## config.mk

```make
export PLATFORM = sky130hd
export DESIGN_NAME = pc_sequencer
export DESIGN_NICKNAME = d
export VERILOG_FILES = /design/src/rtl/pc_pkg.sv /design/src/rtl/pc_return_stack.sv /design/src/rtl/pc_sequencer.sv
export SDC_FILE = /design/constraint.sdc
export NUM_CORES = 1
export LEC_CHECK = 0
export CORE_ASPECT_RATIO = 1.1
export CORE_MARGIN = 2
export CORE_UTILIZATION = 60
export CTS_BUF_LIST = sky130_fd_sc_hd__clkbuf_8 sky130_fd_sc_hd__clkbuf_16
export DETAILED_ROUTE_END_ITERATION = 16
export PLACE_DENSITY = 0.85
export SETUP_SLACK_MARGIN = 0.4
export SYNTH_ARGS = -nofsm -noshare
export SYNTH_HDL_FRONTEND = slang
export SYNTH_SLANG_ARGS = --single-unit
export TNS_END_PERCENT = 100
```

## constraint.sdc

```tcl
create_clock -name clk -period 3.6 [get_ports clk]
set_input_delay 0.72 -clock clk [delete_from_list [all_inputs] [get_ports clk]]
set_output_delay 0.72 -clock clk [all_outputs]
set_load 0.05 [all_outputs]
```

## src/rtl/pc_pkg.sv

```systemverilog
// Shared types and helpers for the program-counter sequencer.
package pc_pkg;

  typedef enum logic [2:0] {
    CMD_INC,
    CMD_JMP,
    CMD_CALL,
    CMD_RET,
    CMD_BREL
  } pc_cmd_e;

  // Fixed priority: jmp > call > ret > brel > increment.
  function automatic pc_cmd_e pc_prio(input logic jmp, input logic call,
                                      input logic ret, input logic brel);
    if (jmp)       return CMD_JMP;
    else if (call) return CMD_CALL;
    else if (ret)  return CMD_RET;
    else if (brel) return CMD_BREL;
    else           return CMD_INC;
  endfunction

endpackage

```

## src/rtl/pc_return_stack.sv

```systemverilog
// Return-address LIFO; push ignored when full, pop ignored when empty.
module pc_return_stack #(
  parameter int ADDR_W      = 12,
  parameter int STACK_DEPTH = 4,
  localparam int DW         = $clog2(STACK_DEPTH + 1)
) (
  input  logic              clk,
  input  logic              reset,
  input  logic              push,
  input  logic              pop,
  input  logic [ADDR_W-1:0] din,
  output logic [ADDR_W-1:0] top,
  output logic [DW-1:0]     depth,
  output logic              full,
  output logic              empty
);

  logic [ADDR_W-1:0] mem_q [STACK_DEPTH];
  logic [DW-1:0]     depth_q, depth_d;
  logic              push_ok, pop_ok;

  assign full    = (depth_q == DW'(STACK_DEPTH));
  assign empty   = (depth_q == '0);
  assign push_ok = push && !full;
  assign pop_ok  = pop && !empty && !push;
  assign depth   = depth_q;

  always_comb begin
    depth_d = depth_q;
    if (push_ok)     depth_d = depth_q + 1'b1;
    else if (pop_ok) depth_d = depth_q - 1'b1;
  end

  always_ff @(posedge clk or posedge reset) begin
    if (reset) depth_q <= '0;
    else       depth_q <= depth_d;
  end

  // Contents are don't-care after reset, so the array carries no reset.
  always_ff @(posedge clk) begin
    for (int i = 0; i < STACK_DEPTH; i++)
      if (push_ok && DW'(i) == depth_q) mem_q[i] <= din;
  end

  // Combinational read at depth-1 so ret completes in one cycle.
  always_comb begin
    top = '0;
    for (int i = 0; i < STACK_DEPTH; i++)
      if (DW'(i + 1) == depth_q) top = mem_q[i];
  end

endmodule

```

## src/rtl/pc_sequencer.sv

```systemverilog
// Program-counter sequencer: jump, call/return, relative branch, increment.
module pc_sequencer
  import pc_pkg::*;
#(
  parameter int ADDR_W                 = 12,
  parameter int STACK_DEPTH            = 4,
  parameter logic [ADDR_W-1:0] RESET_VEC = '0,
  localparam int DW                    = $clog2(STACK_DEPTH + 1)
) (
  input  logic              clk,
  input  logic              reset,
  input  logic              en,
  input  logic              jmp,
  input  logic              call,
  input  logic              ret,
  input  logic              brel,
  input  logic [ADDR_W-1:0] target,
  input  logic [ADDR_W-1:0] offset,
  input  logic              err_clr,
  output logic [ADDR_W-1:0] pc,
  output logic [DW-1:0]     depth,
  output logic              stk_full,
  output logic              stk_empty,
  output logic              ovf,
  output logic              unf
);

  pc_cmd_e           cmd;
  logic [ADDR_W-1:0] pc_q, pc_d, pc_inc, stk_top;
  logic              ovf_q, ovf_d, unf_q, unf_d;
  logic              do_call, do_ret;

  assign cmd     = pc_prio(jmp, call, ret, brel);
  assign pc_inc  = pc_q + 1'b1;
  assign do_call = en && (cmd == CMD_CALL);
  assign do_ret  = en && (cmd == CMD_RET);

  pc_return_stack #(.ADDR_W(ADDR_W), .STACK_DEPTH(STACK_DEPTH)) u_stack (
    .clk   (clk),
    .reset (reset),
    .push  (do_call),
    .pop   (do_ret),
    .din   (pc_inc),
    .top   (stk_top),
    .depth (depth),
    .full  (stk_full),
    .empty (stk_empty)
  );

  always_comb begin
    pc_d = pc_q;
    if (en) begin
      unique case (cmd)
        CMD_JMP:  pc_d = target;
        CMD_CALL: pc_d = stk_full  ? pc_inc : target;
        CMD_RET:  pc_d = stk_empty ? pc_inc : stk_top;
        CMD_BREL: pc_d = pc_q + offset;
        default:  pc_d = pc_inc;
      endcase
    end
  end

  // A new error event outranks a simultaneous clear.
  always_comb begin
    ovf_d = err_clr ? 1'b0 : ovf_q;
    unf_d = err_clr ? 1'b0 : unf_q;
    if (do_call && stk_full)  ovf_d = 1'b1;
    if (do_ret  && stk_empty) unf_d = 1'b1;
  end

  always_ff @(posedge clk or posedge reset) begin
    if (reset) begin
      pc_q  <= RESET_VEC;
      ovf_q <= 1'b0;
      unf_q <= 1'b0;
    end else begin
      pc_q  <= pc_d;
      ovf_q <= ovf_d;
      unf_q <= unf_d;
    end
  end

  assign pc  = pc_q;
  assign ovf = ovf_q;
  assign unf = unf_q;

endmodule
```

==> results_dict.tcl, run 1 <==
set metrics [dict create \
    min_path_type "reg -> reg" \
    totalWireLength_mm 11.3 \
    power_w 0.00317 \
    tns_ns 0 \
    maxSlewViolCount 0 \
    fin_crit_sh_pct 83.9 \
    power.density_nw_per_um2 648 \
    remaining_drc_errors 0 \
    synth-seq-area-share_pct 45.0 \
    vias 3613 \
    fin_skew_ns 0.00390 \
    relSlewSlack_pct 50.6 \
    grt_overflow 0 \
    grt_pass1_vias 3643 \
    critPathSlowestCell "ha_1" \
    end_kind "output port" \
    ant_nets 0 \
    cts_setup_buffers 0 \
    antenna_found_initial 0 \
    syn_area_per_cell_um2 10.6 \
    worst-r2r-cell-count 9 \
    rsz0062_at_grt "false" \
    clock-sinks 65 \
    fp-row-count 31 \
    first_pass_iters 5 \
    crit_chain "inv_1, ha_1, nand2_1, inv_2, buf_4" \
    initial_core_util_pct 62.6 \
    setup_viol 0 \
    worstPathRequired_ns 2.88 \
    vias_per_cell 6.72 \
    nets 502 \
    min_path_cells 1 \
    die_w_um 83.3 \
    die-area_um2 7600 \
    path_buf_inv 3 \
    ys_warn_count 0 \
    peakVddDrop_mv 0.428 \
    timing.rr.end "pc[8]" \
    reg2reg_slack_ns 0.95 \
    drive_above_1_share_pct 12.5 \
    wire_per_inst_um 20.9 \
    crit_fanout 13 \
    port_buffers 50 \
    period_needed_ns 3.02 \
    arrival_ns 2.30 \
    syn_inst 393 \
    gp_congestion 0.902 \
    cts-root-buf "clkbuf_8" \
    hold-path-endpoint "u_stack.depth[0]" \
    drv_cap 0 \
    crit_family "buffers and inverters" \
    ys.flop_type "edfxtp_1" \
    area_delta_synth_final_pct 17.5 \
    insertion_delay_ns 0.34 \
    grtUsageTotal_pct 30.9 \
    cpPeakStageDelay_ns 0.55 \
    die_h_um 91.3 \
    clkTransAtPathRegs_ns 0.06 \
    n_antenna_cell 0 \
    status "finished, final reports clean" \
    cts_hold_buffers 0 \
    cts_buffers 9 \
    ys_ff_latch 65 \
    synthTopCellsByArea "edfxtp_1 (35%), dfrtp_1 (10%), ha_1 (5.4%), a21oi_1 (3.5%), nand2_1 (3.4%)" \
    startpoint_type "flop" \
    ys_types 74 \
    core-area_um2 6630 \
    syn_nets 444 \
    cts_max_path_buffers 2 \
    cts.repair.resized 0 \
    dp_hpwl_mm 8.26 \
    hold_start "u_stack.depth[0]" \
    cts_tree "yes" \
    drt_iter0_markers 362 \
    io_pins 51 \
    layout_common_cells "clkdlybuf4s50_1 (48), edfxtp_1 (48), nand2_1 (38), a21oi_1 (29)" \
    grt_pass1_wl_mm 18.3 \
    async_flop_share_pct 26.2 \
    criticalPathCategory "reg -> out" \
    yosysTopAreaCell "edfxtp_1" \
    final_hold_viol_count 0 \
    grt_start_max_net_pins 23 \
    htreeDepth 3 \
    synth_edf_count 48 \
    tightest_slew_ns 0.740 \
    netlist.area_leader.share_pct 34.7 \
    synth_area_um2 4150 \
    reg2reg_from "u_stack.depth[0]" \
    p_leak_nw 1.82 \
    fmax_mhz 331 \
]
state kept, by name, summed over array words and instances, names as in the netlist:
name	cells
u_stack.mem_q	48
pc	12
u_stack.depth	3
ovf	1
unf	1
worst register-to-register path, stage by stage (launching register included):
cell and delay, ns:
dfrtp_1 0.43, inv_1 0.12, ha_1 0.55, buf_4 0.32, nor2b_1 0.10, buf_4 0.18
a22oi_1 0.33, a211oi_2 0.09, a2111oi_2 0.33, a21oi_2 0.09
metrics by stage:
stage | area [µm²] | instances | hold slack, ns | setup WS (ns) | util [%]
after floorplan | 4150 | 393 | 0.588 | 0.952 | -
after global placement | 4720 | 522 | 0.534 | 0.608 | 71.2
after detailed placement | 4720 | 522 | 0.539 | 0.577 | 71.2
after CTS | 4880 | 538 | 0.563 | 0.620 | 73.6
after global routing | 4880 | 538 | 0.584 | 0.458 | 73.6
final | 4880 | 538 | 0.556 | 0.578 | 73.6
synth_stat cells, types with 3 or more instances:
cell type  number
o21ai_0        21
nor2_1         15
mux2i_1         4
ha_1           18
buf_4           3
a21oi_1        29
inv_1          18
and3_1          3
xnor2_1        10
a22oi_1         8
nand3b_1        4
a22o_1          3
nand2_1        38
o21ai_1         4
a21o_1          5
o22ai_1         3
nor3_1          5
xor2_1          8
nor3b_1         5
a211oi_1        6
clkbuf_8        3
nor2b_1         4
a221oi_1       10
o21a_1          3
nand3_1         5
o211ai_1       12
buf_2           6
dfrtp_1        17
nor2_2          3
o31ai_1         3
edfxtp_1       48
a31oi_1         8
clkbuf_1        3
a221o_1         4
buf_6           3
how the worst max path moves through the flow:
stage,from,end,slack (ns),cells past startpoint
after floorplan,call,u_stack.mem_q[2][0],0.95,4
after global placement,offset[0],pc[10],0.61,9
after detailed placement,offset[0],pc[10],0.58,9
final,u_stack.depth[0],stk_empty,0.58,5
after CTS,u_stack.depth[0],stk_empty,0.62,5
after global routing,u_stack.depth[0],stk_empty,0.46,5
metal layers:
metal,vias up,wire [µm],GRT usage [%]
li1,1625,-,-
met1,1722,4380,38.3
met5,-,0,0
met2,222,5520,51.3
met3,44,931,6.00
met4,0,430,15.8
where the power goes:
group	total (W)	switching [W]	leakage, nW	internal, W
Clock	0.000502	0.000265	0.0902	0.000237
Sequential	0.00105	0.000126	0.635	0.000922
Combinational	0.00162	0.00103	1.09	0.000586
kinds of logic (layout without fill, tap and decap cells):
| kind of cell | Yosys count | in the layout | share of synthesized area, % |
|---|---|---|---|
| flops | 65 | 65 | 45.0 |
| compound gates | 140 | 140 | 23.4 |
| fa+ha+maj | 19 | 19 | 5.91 |
| xor+xnor | 20 | 20 | 4.58 |
| buf+inv | 39 | 102 | 5.24 |
| mux | 4 | 4 | 0.964 |
| simple gates | 106 | 106 | 14.9 |
layout make-up:
class | instances | area [µm²]
clock inverters | 7 | 32.5
clock buffers | 9 | 124
multi-input cells | 289 | 2070
inverters | 21 | 78.8
fillers | 467 | 1750
repair buffers | 65 | 608
well taps | 82 | 103
flip-flops and latches | 65 | 1870
Power figures use the tool's default switching activity.
==> run 2: changes to the inputs <==
--- a/config.mk
+++ b/config.mk
@@ -7,10 +7,10 @@
 export LEC_CHECK = 0
 export CORE_ASPECT_RATIO = 1.1
 export CORE_MARGIN = 2
-export CORE_UTILIZATION = 60
+export CORE_UTILIZATION = 56
 export CTS_BUF_LIST = sky130_fd_sc_hd__clkbuf_8 sky130_fd_sc_hd__clkbuf_16
 export DETAILED_ROUTE_END_ITERATION = 16
-export PLACE_DENSITY = 0.85
+export PLACE_DENSITY = 0.8
 export SETUP_SLACK_MARGIN = 0.4
 export SYNTH_ARGS = -nofsm -noshare
 export SYNTH_HDL_FRONTEND = slang
==> constraint.sdc (replaced) <==
create_clock -name clk -period 2.9 [get_ports clk]
set_input_delay 0.58 -clock clk [delete_from_list [all_inputs] [get_ports clk]]
set_output_delay 0.58 -clock clk [all_outputs]
set_load 0.05 [all_outputs]
==> results_dict.tcl, run 2 (synthesized netlist as in run 1, its figures left out) <==
set metrics [dict create \
    place_ws_ns 0.0619 \
    worstPathRequired_ns 3.13 \
    drive_above_1_share_pct 16.5 \
    cts_buffers 9 \
    sequentialPowerShare_pct 31.6 \
    clkTransAtPathRegs_ns 0.07 \
    gp_congestion 0.936 \
    swShare_pct 44.9 \
    p_switching_w 0.00185 \
    utilization_pct 71.0 \
    fp-row-count 32 \
    critPathSlowestCell "a2111oi_0" \
    multi_input_area_um2 2090 \
    cts-root-buf "clkbuf_8" \
    intPower_w 0.00228 \
    core-area_um2 7090 \
    tns_ns 0 \
    crit_chain "clkdlybuf4s50_1, ha_1, a2111oi_0, a22oi_1, a41oi_1, xor2_1, nor2_1, o22a_1" \
    power_w 0.00413 \
    cpPeakStageDelay_ns 0.63 \
    relSlewSlack_pct 50.2 \
    dp_hpwl_mm 8.51 \
    regMostFlops "u_stack.mem_q" \
    nets 513 \
    path_buf_inv 1 \
    crit_family "compound AO/OA/AOI/OAI gates" \
    p_comb_share_pct 51.8 \
    peakVddDrop_mv 0.576 \
    grtUsageTotal_pct 30.4 \
    crit_fanout 6 \
    area_delta_synth_final_pct 21.1 \
    first_pass_iters 6 \
    grt_pass1_vias 3645 \
    cts_hold_buffers 0 \
    n_antenna_cell 0 \
    end_kind "flop" \
    ant_nets 0 \
    period_needed_ns 2.58 \
    p_leak_nw 1.87 \
    clock-sinks 65 \
    largest_reg_flops 48 \
    cts_max_path_buffers 2 \
    power.density_nw_per_um2 821 \
    io_pins 51 \
    die_w_um 86.1 \
    drv_cap 0 \
    htreeDepth 3 \
    grt_start_max_net_pins 20 \
    totalWireLength_mm 11.6 \
    drt_iter0_markers 372 \
    arrival_ns 2.81 \
    fin_cells 552 \
    post-place-cells 536 \
    cts_tree "yes" \
    seq_area_um2 1870 \
    tightest_slew_ns 0.746 \
    insertion_delay_ns 0.35 \
    grt_pass1_wl_mm 18.7 \
    antenna_found_initial 0 \
    criticalPathCategory "in -> reg" \
    fmax_mhz 387 \
    rsz0062_at_grt "true" \
    setup_slack_ns 0.316 \
    status "finished, final reports clean" \
    maxSlewViolCount 0 \
    remaining_drc_errors 0 \
    final_hold_viol_count 0 \
    vias_per_cell 6.61 \
    port_buffers 50 \
    layout_common_cells "clkdlybuf4s50_1 (48), edfxtp_1 (48), nand2_1 (38), a21oi_1 (28), buf_4 (26)" \
    setup_viol 0 \
    min_path_type "reg -> reg" \
    fin_crit_sh_pct 89.1 \
    die-area_um2 8120 \
    wire_per_inst_um 21.0 \
    grt_overflow 0 \
    initial_core_util_pct 58.6 \
    die_h_um 94.3 \
    p_clk_share_pct 16.6 \
    vias 3650 \
    startpoint_type "input port" \
    fin_skew_ns 0.0120 \
    fillers 539 \
]
-- run 2: repair_timing --
item,CTS,global route
gates cloned,0,0
pin swaps,0,2
resized for setup,1,3
endpoints found under the setup margin,1,5
buffers inserted,0,0
-- run 2: layout make-up --
class | count | area share (%)
repair buffers | 76 | 14.2
flip-flops and latches | 65 | 37.2
inverters | 21 | 1.57
multi-input cells | 289 | 41.5
well taps | 85 | 2.11
clock inverters | 7 | 0.920
clock buffers | 9 | 2.46
-- run 2: metal layers --
| layer | share of wire [%] | up-vias | track usage [%] |
|---|---|---|---|
| met2 | 49 | 213 | 50.1 |
| met4 | 3.4 | 0 | 13.8 |
| met3 | 7.5 | 32 | 5.01 |
| li1 | - | 1649 | - |
| met5 | 0 | - | 0 |
| met1 | 40 | 1756 | 39.4 |
-- run 2: metrics by stage --
step	hold slack, ns	area [µm²]
6_report	0.537	5030
5_1_grt	0.544	5030
4_1_cts	0.541	5020
3_5_place_dp	0.532	4850
3_3_place_gp	0.516	4850
2_1_floorplan	0.506	4170
-- run 2: final timing paths --
check	start	end	slack (ns)	depth (start not counted)
hold / removal	u_stack.depth[0]	u_stack.depth[0]	0.54	1
max in group asynchronous	reset	u_stack.depth[0]	1.71	2
setup reg to reg	pc[8]	pc[10]	0.43	7
min in group asynchronous	reset	unf	0.66	2
hold reg to reg	u_stack.depth[0]	u_stack.depth[0]	0.54	1
setup / recovery	offset[8]	pc[10]	0.32	8
-- run 2: power by group through the flow --
stage / sequential (W) / clock [W] / combinational [W]
2_1_floorplan: 0.00151 / 0 / 0.00122
3_3_place_gp: 0.00132 / 0 / 0.00203
3_5_place_dp: 0.00132 / 0 / 0.00208
4_1_cts: 0.00130 / 0.000679 / 0.00210
5_1_grt: 0.00132 / 0.000718 / 0.00230
6_report: 0.00130 / 0.000685 / 0.00214
-- run 2: worst register-to-register path, stage by stage (launching register included) --
cell       delay (ns)
dfrtp_1          0.50
ha_1             0.42
a2111oi_0        0.63
a22oi_1          0.14
a41oi_1          0.25
xor2_1           0.18
nor2_1           0.06
o22a_1           0.19
